$ cat src/rtl/pingpong_array_ctrl.sv
// -----------------------------------------------------------------------------
// pingpong_array_ctrl
//   Two-bank ping-pong frame buffer. A writer streams elements into the fill
//   bank; once DEPTH elements have been accepted, that bank becomes full and
//   is presented whole on rd_frame until the reader acknowledges it. The
//   writer proceeds into the other bank meanwhile, and stalls only when both
//   banks are full.
//
// Parameters
//   WIDTH     element width in bits
//   DEPTH     elements per frame (power of two, >= 2)
//
// Ports
//   clk       sole clock, rising edge
//   rst       asynchronous active-high reset
//   wr_valid  writer offers wr_data
//   wr_data   next frame element
//   wr_ready  element accepted when wr_valid && wr_ready
//   rd_valid  complete frame presented on rd_frame
//   rd_frame  presented bank contents (element 0 = first written)
//   rd_ack    reader consumes presented frame
//   bank_sel  index of bank driving rd_frame
//   occ       number of full banks (0, 1, 2)
//   stall_cnt saturating count of writer stall cycles
//
// Configuration
//   PINGPONG_ARRAY_CTRL_STALL_CNT_EN : when defined, stall_cnt counts cycles
//   with wr_valid=1 and wr_ready=0 (saturating at 255); otherwise it is 0.
// -----------------------------------------------------------------------------
module pingpong_array_ctrl #(
   parameter int WIDTH = 8,
   parameter int DEPTH = 4
) (
   input  logic             clk,
   input  logic             rst,
   input  logic             wr_valid,
   input  logic [WIDTH-1:0] wr_data,
   output logic             wr_ready,
   output logic             rd_valid,
   output logic [WIDTH-1:0] rd_frame [DEPTH],
   input  logic             rd_ack,
   output logic             bank_sel,
   output logic [1:0]       occ,
   output logic [7:0]       stall_cnt
);

   localparam int IW = (DEPTH > 1) ? $clog2(DEPTH) : 1;
   localparam logic [IW-1:0] LAST_IDX = IW'(DEPTH - 1);

   logic [WIDTH-1:0] bank_q [2][DEPTH];
   logic             wb_q, wb_d;
   logic             rb_q, rb_d;
   logic [IW-1:0]    widx_q, widx_d;
   logic [1:0]       full_q, full_d;

   logic             wr_fire_s;
   logic             rd_fire_s;

   // Handshake decode: the fill bank is never full unless both banks are.
   always_comb begin
      wr_ready  = !full_q[wb_q];
      rd_valid  = full_q[rb_q];
      bank_sel  = rb_q;
      occ       = {1'b0, full_q[0]} + {1'b0, full_q[1]};
      wr_fire_s = wr_valid && !full_q[wb_q];
      rd_fire_s = rd_ack && full_q[rb_q];
   end

   // Present the read bank as a whole-array select.
   always_comb begin
      for (int i = 0; i < DEPTH; i++) begin
         rd_frame[i] = rb_q ? bank_q[1][i] : bank_q[0][i];
      end
   end

   // Next-state for pointers and full flags. Completion and ack always touch
   // different banks, so both updates are applied independently.
   always_comb begin
      wb_d   = wb_q;
      rb_d   = rb_q;
      widx_d = widx_q;
      full_d = full_q;
      if (rd_fire_s) begin
         full_d[rb_q] = 1'b0;
         rb_d         = !rb_q;
      end else begin
         rb_d = rb_q;
      end
      if (wr_fire_s) begin
         if (widx_q == LAST_IDX) begin
            full_d[wb_q] = 1'b1;
            widx_d       = {IW{1'b0}};
            wb_d         = !wb_q;
         end else begin
            widx_d = widx_q + IW'(1);
         end
      end else begin
         widx_d = widx_q;
      end
   end

   // Control state registers.
   always_ff @(posedge clk or posedge rst) begin
      if (rst) begin
         wb_q   <= 1'b0;
         rb_q   <= 1'b0;
         widx_q <= {IW{1'b0}};
         full_q <= 2'b00;
      end else begin
         wb_q   <= wb_d;
         rb_q   <= rb_d;
         widx_q <= widx_d;
         full_q <= full_d;
      end
   end

   // Bank storage. Writes only land in the fill bank, which is never the
   // presented bank while rd_valid=1.
   always_ff @(posedge clk or posedge rst) begin
      if (rst) begin
         for (int b = 0; b < 2; b++) begin
            for (int i = 0; i < DEPTH; i++) begin
               bank_q[b][i] <= {WIDTH{1'b0}};
            end
         end
      end else if (wr_fire_s) begin
         bank_q[wb_q][widx_q] <= wr_data;
      end
   end

`ifdef PINGPONG_ARRAY_CTRL_STALL_CNT_EN
   logic [7:0] stall_q, stall_d;

   // Saturating stall counter next-state.
   always_comb begin
      stall_d = stall_q;
      if (wr_valid && !wr_ready && (stall_q != 8'hFF)) begin
         stall_d = stall_q + 8'd1;
      end else begin
         stall_d = stall_q;
      end
   end

   // Stall counter register.
   always_ff @(posedge clk or posedge rst) begin
      if (rst) begin
         stall_q <= 8'd0;
      end else begin
         stall_q <= stall_d;
      end
   end

   assign stall_cnt = stall_q;
`else
   assign stall_cnt = 8'd0;
`endif

endmodule

$ cat config.mk
export PLATFORM = sky130hd
export DESIGN_NAME = pingpong_array_ctrl
export DESIGN_NICKNAME = d
export VERILOG_FILES = /design/src/rtl/pingpong_array_ctrl.sv
export SDC_FILE = /design/constraint.sdc
export NUM_CORES = 1
export LEC_CHECK = 0
export BUFFER_PORTS_ARGS = -buffer_cell sky130_fd_sc_hd__buf_2
export CAP_MARGIN = 0
export CORE_UTILIZATION = 30
export CTS_CLUSTER_DIAMETER = 100
export DETAILED_ROUTE_END_ITERATION = 10
export PLACE_DENSITY = 0.58
export SETUP_SLACK_MARGIN = 0.15
export SYNTH_ARGS = -nofsm -noshare
export SYNTH_HDL_FRONTEND = slang
export SYNTH_SLANG_ARGS = --single-unit
$ cat constraint.sdc
create_clock -name clk -period 1.96 [get_ports clk]
set_clock_uncertainty 0.2 [all_clocks]
set_input_delay 0 -clock clk [delete_from_list [all_inputs] [get_ports clk]]
set_output_delay 0 -clock clk [all_outputs]
set_load 0.02 [all_outputs]
After elaboration in Yosys (flattened, before gate mapping)
Cells that the tools add are included.
{"block": "classes", "addsub": 2, "n_mux": 21, "n_reduce_logical": 10, "n_lt_le_gt_ge": 8, "bitwise": 5, "eq_ne": 1}
{"op": "bitwise mux 64 bit", "count": 1}
{"op": "2-to-1 mux 8 bit", "count": 5}
{"op": "demux 32 bit (select 1 bit)", "count": 1}
{"op": "2-to-1 mux 32 bit", "count": 1}
{"op": "demux 8 bit (select 2 bit)", "count": 1}
{"op": "2-to-1 mux 2 bit", "count": 4}
{"op": "logical AND 1 bit", "count": 6}
{"op": "2-to-1 mux 1 bit", "count": 6}
{"op": "less-than comparator 1 x 2 -> 1 bit (second input constant)", "count": 2}
{"op": ">= comparator 3 bit (second input constant)", "count": 1}
{"op": "logical NOT 1 bit", "count": 3}
{"op": "less-than comparator 3 x 1 -> 1 bit (second input constant)", "count": 1}
{"op": "inverter 2 -> 3 bit", "count": 1}
{"op": "adder 1 x 1 -> 2 bit", "count": 1}
{"op": "adder 2 x 1 -> 2 bit (second input constant)", "count": 1}
{"op": "bitwise AND 2 bit", "count": 1}
{"op": "demux 1 bit (select 1 bit)", "count": 2}
{"op": "equality test 2 bit (second input constant)", "count": 1}
{"op": ">= comparator 1 bit (second input constant)", "count": 2}
{"op": ">= comparator 2 bit (second input constant)", "count": 1}
{"op": "less-than comparator 2 x 1 -> 1 bit (second input constant)", "count": 1}
{"op": "inverter 1 -> 2 bit", "count": 1}
{"op": "inverter 2 bit", "count": 1}
{"op": "OR 2 bit", "count": 1}
{"op": "AND reduction 2 bit", "count": 1}
{"block": "word_totals", "wordCells": 59, "regBits": 70, "inputBits": 12, "output_inout_bits": 45}

Depth between registers and ports, before layout
Gate-level depths: netlist (run 1).
{"block": "logic_depth", "depth_word": 10, "depth_mapped": 5, "ltp_nobuf": 5}

Worst setup path before layout (run 1)
Ideal clock, no wire load.
{"block": "synth_path", "kind": "register to register", "start": "register widx_q[0]", "end": "register bank_q[40] (netlist bit)", "path_buffers": 0, "t_arrival_ps": 1401, "period_less_slack_ps": 1725, "setup_ps": 125, "path_stages_with_launch": 6, "required_ps": 1635, "setup_slack_ps": 235, "cell_sequence": "dfrtp_1 -> inv_1 -> ha_1 -> nand2_1 -> nor3_4 -> mux2_2"}
{"block": "synth_via", "elab_chain_len": 8, "word_cells_on_any_way": 9, "cone_classes": "order compare (2); mux (5); bitwise (1); reduce/logical (1)"}
{"element": "start: declaration", "line": "53", "source": "logic [IW-1:0] widx_q, widx_d;"}
{"element": "start signal: assignment", "line": "107", "source": "widx_q <= {IW{1'b0}};"}
{"element": "start signal: assignment", "line": "112", "source": "widx_q <= widx_d;"}
{"element": "inverter 2 -> 3 bit (implied by the code) *", "line": "127", "source": "bank_q[wb_q][widx_q] <= wr_data;"}
{"element": ">= comparator 3 bit (implied by the code) or less-than comparator 3 x 1 -> 1 bit (tied branches)", "line": "127"}
{"element": "logical AND 1 bit (implied by the code)", "line": "127"}
{"element": "2-to-1 mux 8 bit (implied by the code)", "line": "127"}
{"element": "demux 8 bit (select 2 bit) *", "line": "127"}
{"element": "2-to-1 mux 32 bit (implied by the code) *", "line": "127"}
{"element": "demux 32 bit (select 1 bit) *", "line": "127"}
{"element": "bitwise mux 64 bit *", "line": "127"}
{"element": "end signal: indexed assignment", "line": "123", "source": "bank_q[b][i] <= {WIDTH{1'b0}};"}
{"element": "end signal: indexed assignment", "line": "127"}
{"element": "end: declaration", "line": "50", "source": "logic [WIDTH-1:0] bank_q [2][DEPTH];"}
Mark *: on every way between the ends. The rest lies on a longest branch, timed or not.
A chain may end at the register's enable or synchronous reset.

Worst setup path after layout (run 1)
{"block": "layout_path", "start": "register widx_q[0]", "end": "register bank_q[63] (netlist bit)"}
Same word-level chain as after synthesis.

==> flow_metrics.tcl, run 1 <==
set metrics [dict create \
    outcome "completed" \
    timing.critical_path.to_type "register" \
    n_antenna_cell 0 \
    hold_class "in -> reg" \
    routed-via-count 1966 \
    r2r_slack_ps 150 \
    dieHeight_um 107.1 \
    period_needed_ps 1809 \
    timing.hold.worst_endpoint "bank_q[22]" \
    port-buffer-count 48 \
    clk-insertion-delay-late_ps 340 \
    grt_start_max_net_pins 71 \
    die_area_um2 11470 \
    ctsRootBufferMaster "clkbuf_8" \
    top_cell_type_by_total_area_after_synthesis "dfrtp_1" \
    routed_wirelength_um 6882 \
    synth.lib_cells_used.distinct 23 \
    filler_cells_inserted 1049 \
    min_path_cells 3 \
    ant_nets 0 \
    globalRouteTotalUtil_pct 13.23 \
    startpoint_types "register" \
    period_share_pct 92.31 \
    setup_total_negative_slack_ps 0 \
    rsz0062_at_grt "true" \
    final-setup-viol-count 0 \
    final_nets 311 \
    fp.dieW_um 107.1 \
    clockBufferDepth 2 \
    post-synth-top-area-fraction_pct 52.87 \
    final-max-slew-violation-count 0 \
    critPathRequiredTime_ps 1980 \
    final_layout_size_suffix_gt1_share_pct 61.62 \
    drt_iter0_markers 49 \
    yosys_register_bits 70 \
    report.power.total_mw 7.300 \
    vias_in_the_first_global_route 2088 \
    multi_input_area_um2 1525 \
    cts_htree_levels 3 \
    path_max_fanout 8 \
    ys.warnings.count 0 \
    timing.final.hold_violations 0 \
    power_leakage_nw 1.882 \
    tightest_slew_ps 521.1 \
    power_density_nw_per_um2 1767 \
    drt_first_pass_iters 3 \
    start_util_pct 30.70 \
    cts_num_sinks 70 \
    synth_sequential_area_ratio_pct 52.87 \
    critical_path_arrival_ps 1830 \
    achievable_clock_frequency_ghz 0.5527 \
    tritoncts "yes" \
    post_synth_inst_count 219 \
    number_of_buffers_created_by_cts 9 \
    grt_overflow 0 \
    max_slew_margin_pct 65.26 \
    hpwl_um 4600 \
    drcViolationCount 0 \
    cts.reportedPaths.clkPinSlew_ps 70 \
    drt-wirelength-per-cell_um 15.75 \
    vias_per_cell 4.499 \
    final-seq-area_um2 1753 \
    hold_startpoint "wr_valid" \
    post_synth.cell_area_avg_um2 15.13 \
    gp_routability_congestion 0.7292 \
    antenna_found_initial 0 \
    reg2reg_to "bank_q[63]" \
    io_pins 57 \
    reg2regPathDepth 6 \
    peak_supply_drop_uv 530.7 \
    synthesis.area_um2 3313 \
    floorplan.rows 38 \
    area_growth_syn_to_layout_pct 24.66 \
    yosys-top-cells-area "dfrtp_1 53%, mux2_2 30%, mux2_4 2.7%, nand3_4 2.1%, nor3_4 2.0%" \
    fp.coreArea_um2 10790 \
    wire_length_of_the_first_global_routing_pass_um 11200 \
    regToRegStartpoint "widx_q[0]" \
    cap_viol_max_count 0 \
    crit_type "reg -> reg" \
]
-- flip-flops by register name (all words and copies together), names as in the netlist --
signal / count
bank_q: 64
bank_sel: 1
full_q: 2
wb_q: 1
widx_q: 2
-- what timing repair did --
item                                    4_1_cts  5_1_grt
setup buffers                                 0        1
pin swaps                                     0        4
hold endpoints to repair                    140        0
endpoints found under the setup margin       27       32
resized for setup                             4       20
hold buffers                                 13        0
-- layout by cell type (no fill, tap or decap), types with 2 or more instances in the layout --
| master | netlist | routed |
|---|---|---|
| buf_2 | 5 | 48 |
| nor2_1 | 3 | 3 |
| buf_6 | 3 | 5 |
| nand2b_1 | 2 | 2 |
| dfrtp_1 | 70 | 69 |
| nor3_4 | 4 | 4 |
| clkbuf_1 | 0 | 3 |
| buf_4 | 8 | 6 |
| nand3_4 | 4 | 4 |
| inv_2 | 0 | 2 |
| ha_2 | 0 | 2 |
| dlygate4sd3_1 | 0 | 13 |
| mux2_1 | 5 | 5 |
| conb_1 | 1 | 8 |
| mux2_4 | 6 | 14 |
| ha_4 | 0 | 2 |
| nand2_1 | 4 | 3 |
| mux2_2 | 88 | 80 |
| clkbuf_8 | 0 | 9 |
-- worst max-delay path, cell delays in order, from the launching register on --
cell and delay [ps]:
dfrtp_2 450, inv_2 90, ha_2 210, nand2_1 100, nor3_4 140, buf_6 170
mux2_2 330
-- cells in the mapped netlist --
library cell	count
nand2_1	4
inv_1	3
buf_4	8
buf_6	3
a21oi_1	1
a21o_1	1
mux2_1	5
a31oi_1	1
nand3_4	4
conb_1	1
mux2_4	6
dfrtp_1	70
mux2i_1	1
nor3_4	4
nand2b_1	2
and2b_1	1
nand2_2	1
o21ai_0	1
mux2_2	88
and3_1	1
nor2_1	3
ha_1	5
buf_2	5
-- where the power goes --
part           switching, mW  internal (mW)  total [mW]
Clock                  0.513          0.574        1.09
Combinational           1.83           1.81        3.65
Sequential             0.401           2.17        2.57
-- worst max path at each step --
stage / start / to / cells past startpoint
after floorplan: widx_q[0] / bank_q[40] / 5
after global placement: widx_q[1] / bank_q[52] / 6
after detailed placement: widx_q[1] / bank_q[52] / 6
after CTS: widx_q[0] / bank_q[32] / 5
after global routing: widx_q[0] / bank_q[60] / 6
final: widx_q[0] / bank_q[63] / 6
-- through the flow --
step	util [%]	hold slack (ps)	setup slack (ps)	cell area [um2]	std cells
3_3_place_gp	34.60	-69.09	155.0	3735	409
6_report	38.27	27.22	150.6	4130	437
2_1_floorplan	-	-68.33	234.7	3343	226
3_5_place_dp	34.60	-62.72	126.6	3735	409
5_1_grt	38.27	45.41	90.47	4130	437
4_1_cts	37.51	6.709	141.3	4049	436
-- cell type report --
class | instances | area share [%]
clock inverter | 2 | 0.8482
tap | 140 | 4.241
sequential | 70 | 42.44
clock buffer | 12 | 3.272
inverter | 3 | 0.3635
timing repair buffer | 73 | 11.91
multi-input combinational | 137 | 36.93
-- cells by family (layout without fill, tap and decap cells) --
logic type	count (synthesis)	in the layout	share of synthesized area (%)
buf+inv	19	90	3.927
other cells	1	8	0.1132
mux	100	100	34.63
fa+ha+maj	5	5	1.888
compound gates	4	4	0.7174
flops	70	70	52.87
simple gates	20	20	5.854
-- per-layer routing --
| metal | global-route usage [%] | part of all wire, % | vias up | routed length [um] |
|---|---|---|---|---|
| li1 | - | - | 913 | - |
| met1 | 17.78 | 47 | 1005 | 3258 |
| met2 | 20.51 | 48 | 41 | 3328 |
| met3 | 2.188 | 2.7 | 7 | 187 |
| met4 | 6.751 | 1.6 | 0 | 108 |
| met5 | 0 | 0 | - | 0 |
Note: power is estimated with default switching activity, not from simulation.
==> inputs of run 2 (changes only) <==
--- a/config.mk
+++ b/config.mk
@@ -5,12 +5,12 @@
 export SDC_FILE = /design/constraint.sdc
 export NUM_CORES = 1
 export LEC_CHECK = 0
-export BUFFER_PORTS_ARGS = -buffer_cell sky130_fd_sc_hd__buf_2
 export CAP_MARGIN = 0
 export CORE_UTILIZATION = 30
 export CTS_CLUSTER_DIAMETER = 100
 export DETAILED_ROUTE_END_ITERATION = 10
-export PLACE_DENSITY = 0.58
+export DONT_BUFFER_PORTS = 1
+export PLACE_DENSITY = 0.53
 export SETUP_SLACK_MARGIN = 0.15
 export SYNTH_ARGS = -nofsm -noshare
 export SYNTH_HDL_FRONTEND = slang
==> run 2 against run 1 <==
Effect of this change: the run now ends with hold timing left; non-clock buffer count is 48 lower; routed wire length increased by 0.78%; cell count down 11%; highest routed layer unchanged; critical endpoint is now bank_q[50]; largest power group unchanged.
==> flow_metrics.tcl, run 2 (synthesis gave the netlist of run 1 again) <==
set metrics [dict create \
    outcome "complete, but fails checks" \
    violations_in_the_final_reports "hold timing" \
    achievable_clock_frequency_ghz 0.5537 \
    port-buffer-count 0 \
    fp.coreArea_um2 10790 \
    drt-wirelength-per-cell_um 17.74 \
    gp_routability_congestion 0.6714 \
    routed-via-count 1797 \
    drt_first_pass_iters 2 \
    reg2regPathDepth 6 \
    biggestRegsByFlops "bank_q (64), full_q (2), widx_q (2)" \
    crit_type "reg -> reg" \
    path_max_fanout 7 \
    hpwl_um 4542 \
    n_antenna_cell 0 \
    report.power.total_mw 7.373 \
    globalRouteMet3Util_pct 4.012 \
    hold_startpoint "wr_valid" \
    critPathRequiredTime_ps 2000 \
    timing.critical_path.to_type "register" \
    final_layout_size_suffix_gt1_share_pct 57.77 \
    ant_nets 0 \
    cap_viol_max_count 0 \
    final-setup-viol-count 0 \
    fp.dieW_um 107.1 \
    ctsRootBufferMaster "clkbuf_8" \
    min_path_cells 2 \
    filler_cells_inserted 1017 \
    floorplan.rows 38 \
    grt_overflow 0 \
    area_growth_syn_to_layout_pct 20.92 \
    timing.final.hold_violations 69 \
    tritoncts "yes" \
    routed_wirelength_um 6936 \
    clk-insertion-delay-late_ps 360 \
    die_area_um2 11470 \
    wire_length_of_the_first_global_routing_pass_um 11040 \
    mostFrequentLayoutCells "83 x mux2_2, 68 x dfrtp_1, 11 x mux2_4, 11 x dlygate4sd3_1, 9 x clkbuf_8" \
    largest_register_ffs 64 \
    globalRoute.busiestLayer "met2" \
    number_of_buffers_created_by_cts 9 \
    startpoint_types "register" \
    grt_start_max_net_pins 51 \
    globalRouteTotalUtil_pct 13.27 \
    peak_supply_drop_uv 933.0 \
    final_nets 263 \
    setup_total_negative_slack_ps 0 \
    instances_no_fill 391 \
    clockBufferDepth 2 \
    vias_per_cell 4.596 \
    start_util_pct 30.70 \
    io_pins 57 \
    period_needed_ps 1806 \
    dieHeight_um 107.1 \
    regToRegStartpoint "widx_q[1]" \
    cts-hold-fix-buffers 11 \
    final-max-slew-violation-count 0 \
    drcViolationCount 0 \
    top_register "bank_q" \
    drt_iter0_markers 67 \
    layout.cells.most_common "mux2_2" \
    finalHoldWorstSlack_ps -346.2 \
    grt_util_met2_pct 20.37 \
    cts.reportedPaths.clkPinSlew_ps 90 \
    tightest_slew_ps 542.3 \
    cts_htree_levels 3 \
    power_leakage_nw 1.713 \
    max_slew_margin_pct 63.85 \
    critical_path_arrival_ps 1840 \
    period_share_pct 92.14 \
    groute.layer.met1.usage_pct 16.98 \
    critPathLaunch "widx_q[1]" \
    antenna_found_initial 0 \
    rsz0062_at_grt "true" \
    power_density_nw_per_um2 1840 \
    vias_in_the_first_global_route 1869 \
    cts_num_sinks 70 \
    placed_cells_incl_taps 362 \
    hold_class "in -> reg" \
]
[run 2: changes by cell type in the layout (fill, tap and decap cells not counted), moves of 2 or more]
cell	change
buf_2	-48
clkbuf_1	-3
mux2_2	+3
buf_6	-2
bufinv_16	+2
buf_12	+4
mux2_4	-3
clkinvlp_4	+3
dlygate4sd3_1	-2
[run 2: per-stage QoR]
| stage | setup WS, ps | util, % | area (um2) |
|---|---|---|---|
| final | 154.0 | 37.12 | 4006 |
| after global routing | 90.44 | 37.12 | 4006 |
| after CTS | 144.8 | 36.62 | 3953 |
| after detailed placement | 96.66 | 32.92 | 3553 |
| after global placement | 136.8 | 32.92 | 3553 |
| after floorplan | 234.7 | - | 3343 |
[run 2: power breakdown]
group,switching [mW],internal (mW),total [mW]
clock network,0.595,0.849,1.44
registers,0.427,2.17,2.59
logic,1.75,1.59,3.34
total,2.77,4.61,7.37
[run 2: worst max-delay path: stages (launching register included)]
cell     delay, ps
dfrtp_1        420
inv_2          110
ha_4           150
nand2_4         50
nor3_4         230
buf_12         180
mux2_2         340
[run 2: routing by layer]
| metal | vias to the layer above | share of wire (%) |
|---|---|---|
| li1 | 823 | - |
| met1 | 921 | 46 |
| met2 | 40 | 47 |
| met3 | 13 | 4.7 |
| met4 | 0 | 2.0 |
| met5 | - | 0 |
[run 2: timing repair]
action	4_1_cts	5_1_grt
cloned	0	0
buffers inserted	2	0
endpoints found under the setup margin	16	52
resized for setup	9	13
pin swaps	1	2
hold endpoints to repair	140	69
[run 2: cell type report]
type	count	area (um2)	area share [%]
sequential	70	1754	43.79
multi-input combinational	137	1528	38.13
timing repair buffer	25	289.0	7.214
tap	140	175.2	4.372
clock buffer	9	123.9	3.092
clock inverter	7	121.4	3.029
inverter	3	15.01	0.3748
[run 2: worst paths after layout]
path	endpoint	slack, ps
setup / recovery	bank_q[50]	150
hold / removal	full_q[1]	-350
setup reg to reg	bank_q[50]	150
hold reg to reg	bank_q[35]	290
max in group asynchronous	bank_q[43]	450
min in group asynchronous	widx_q[1]	500
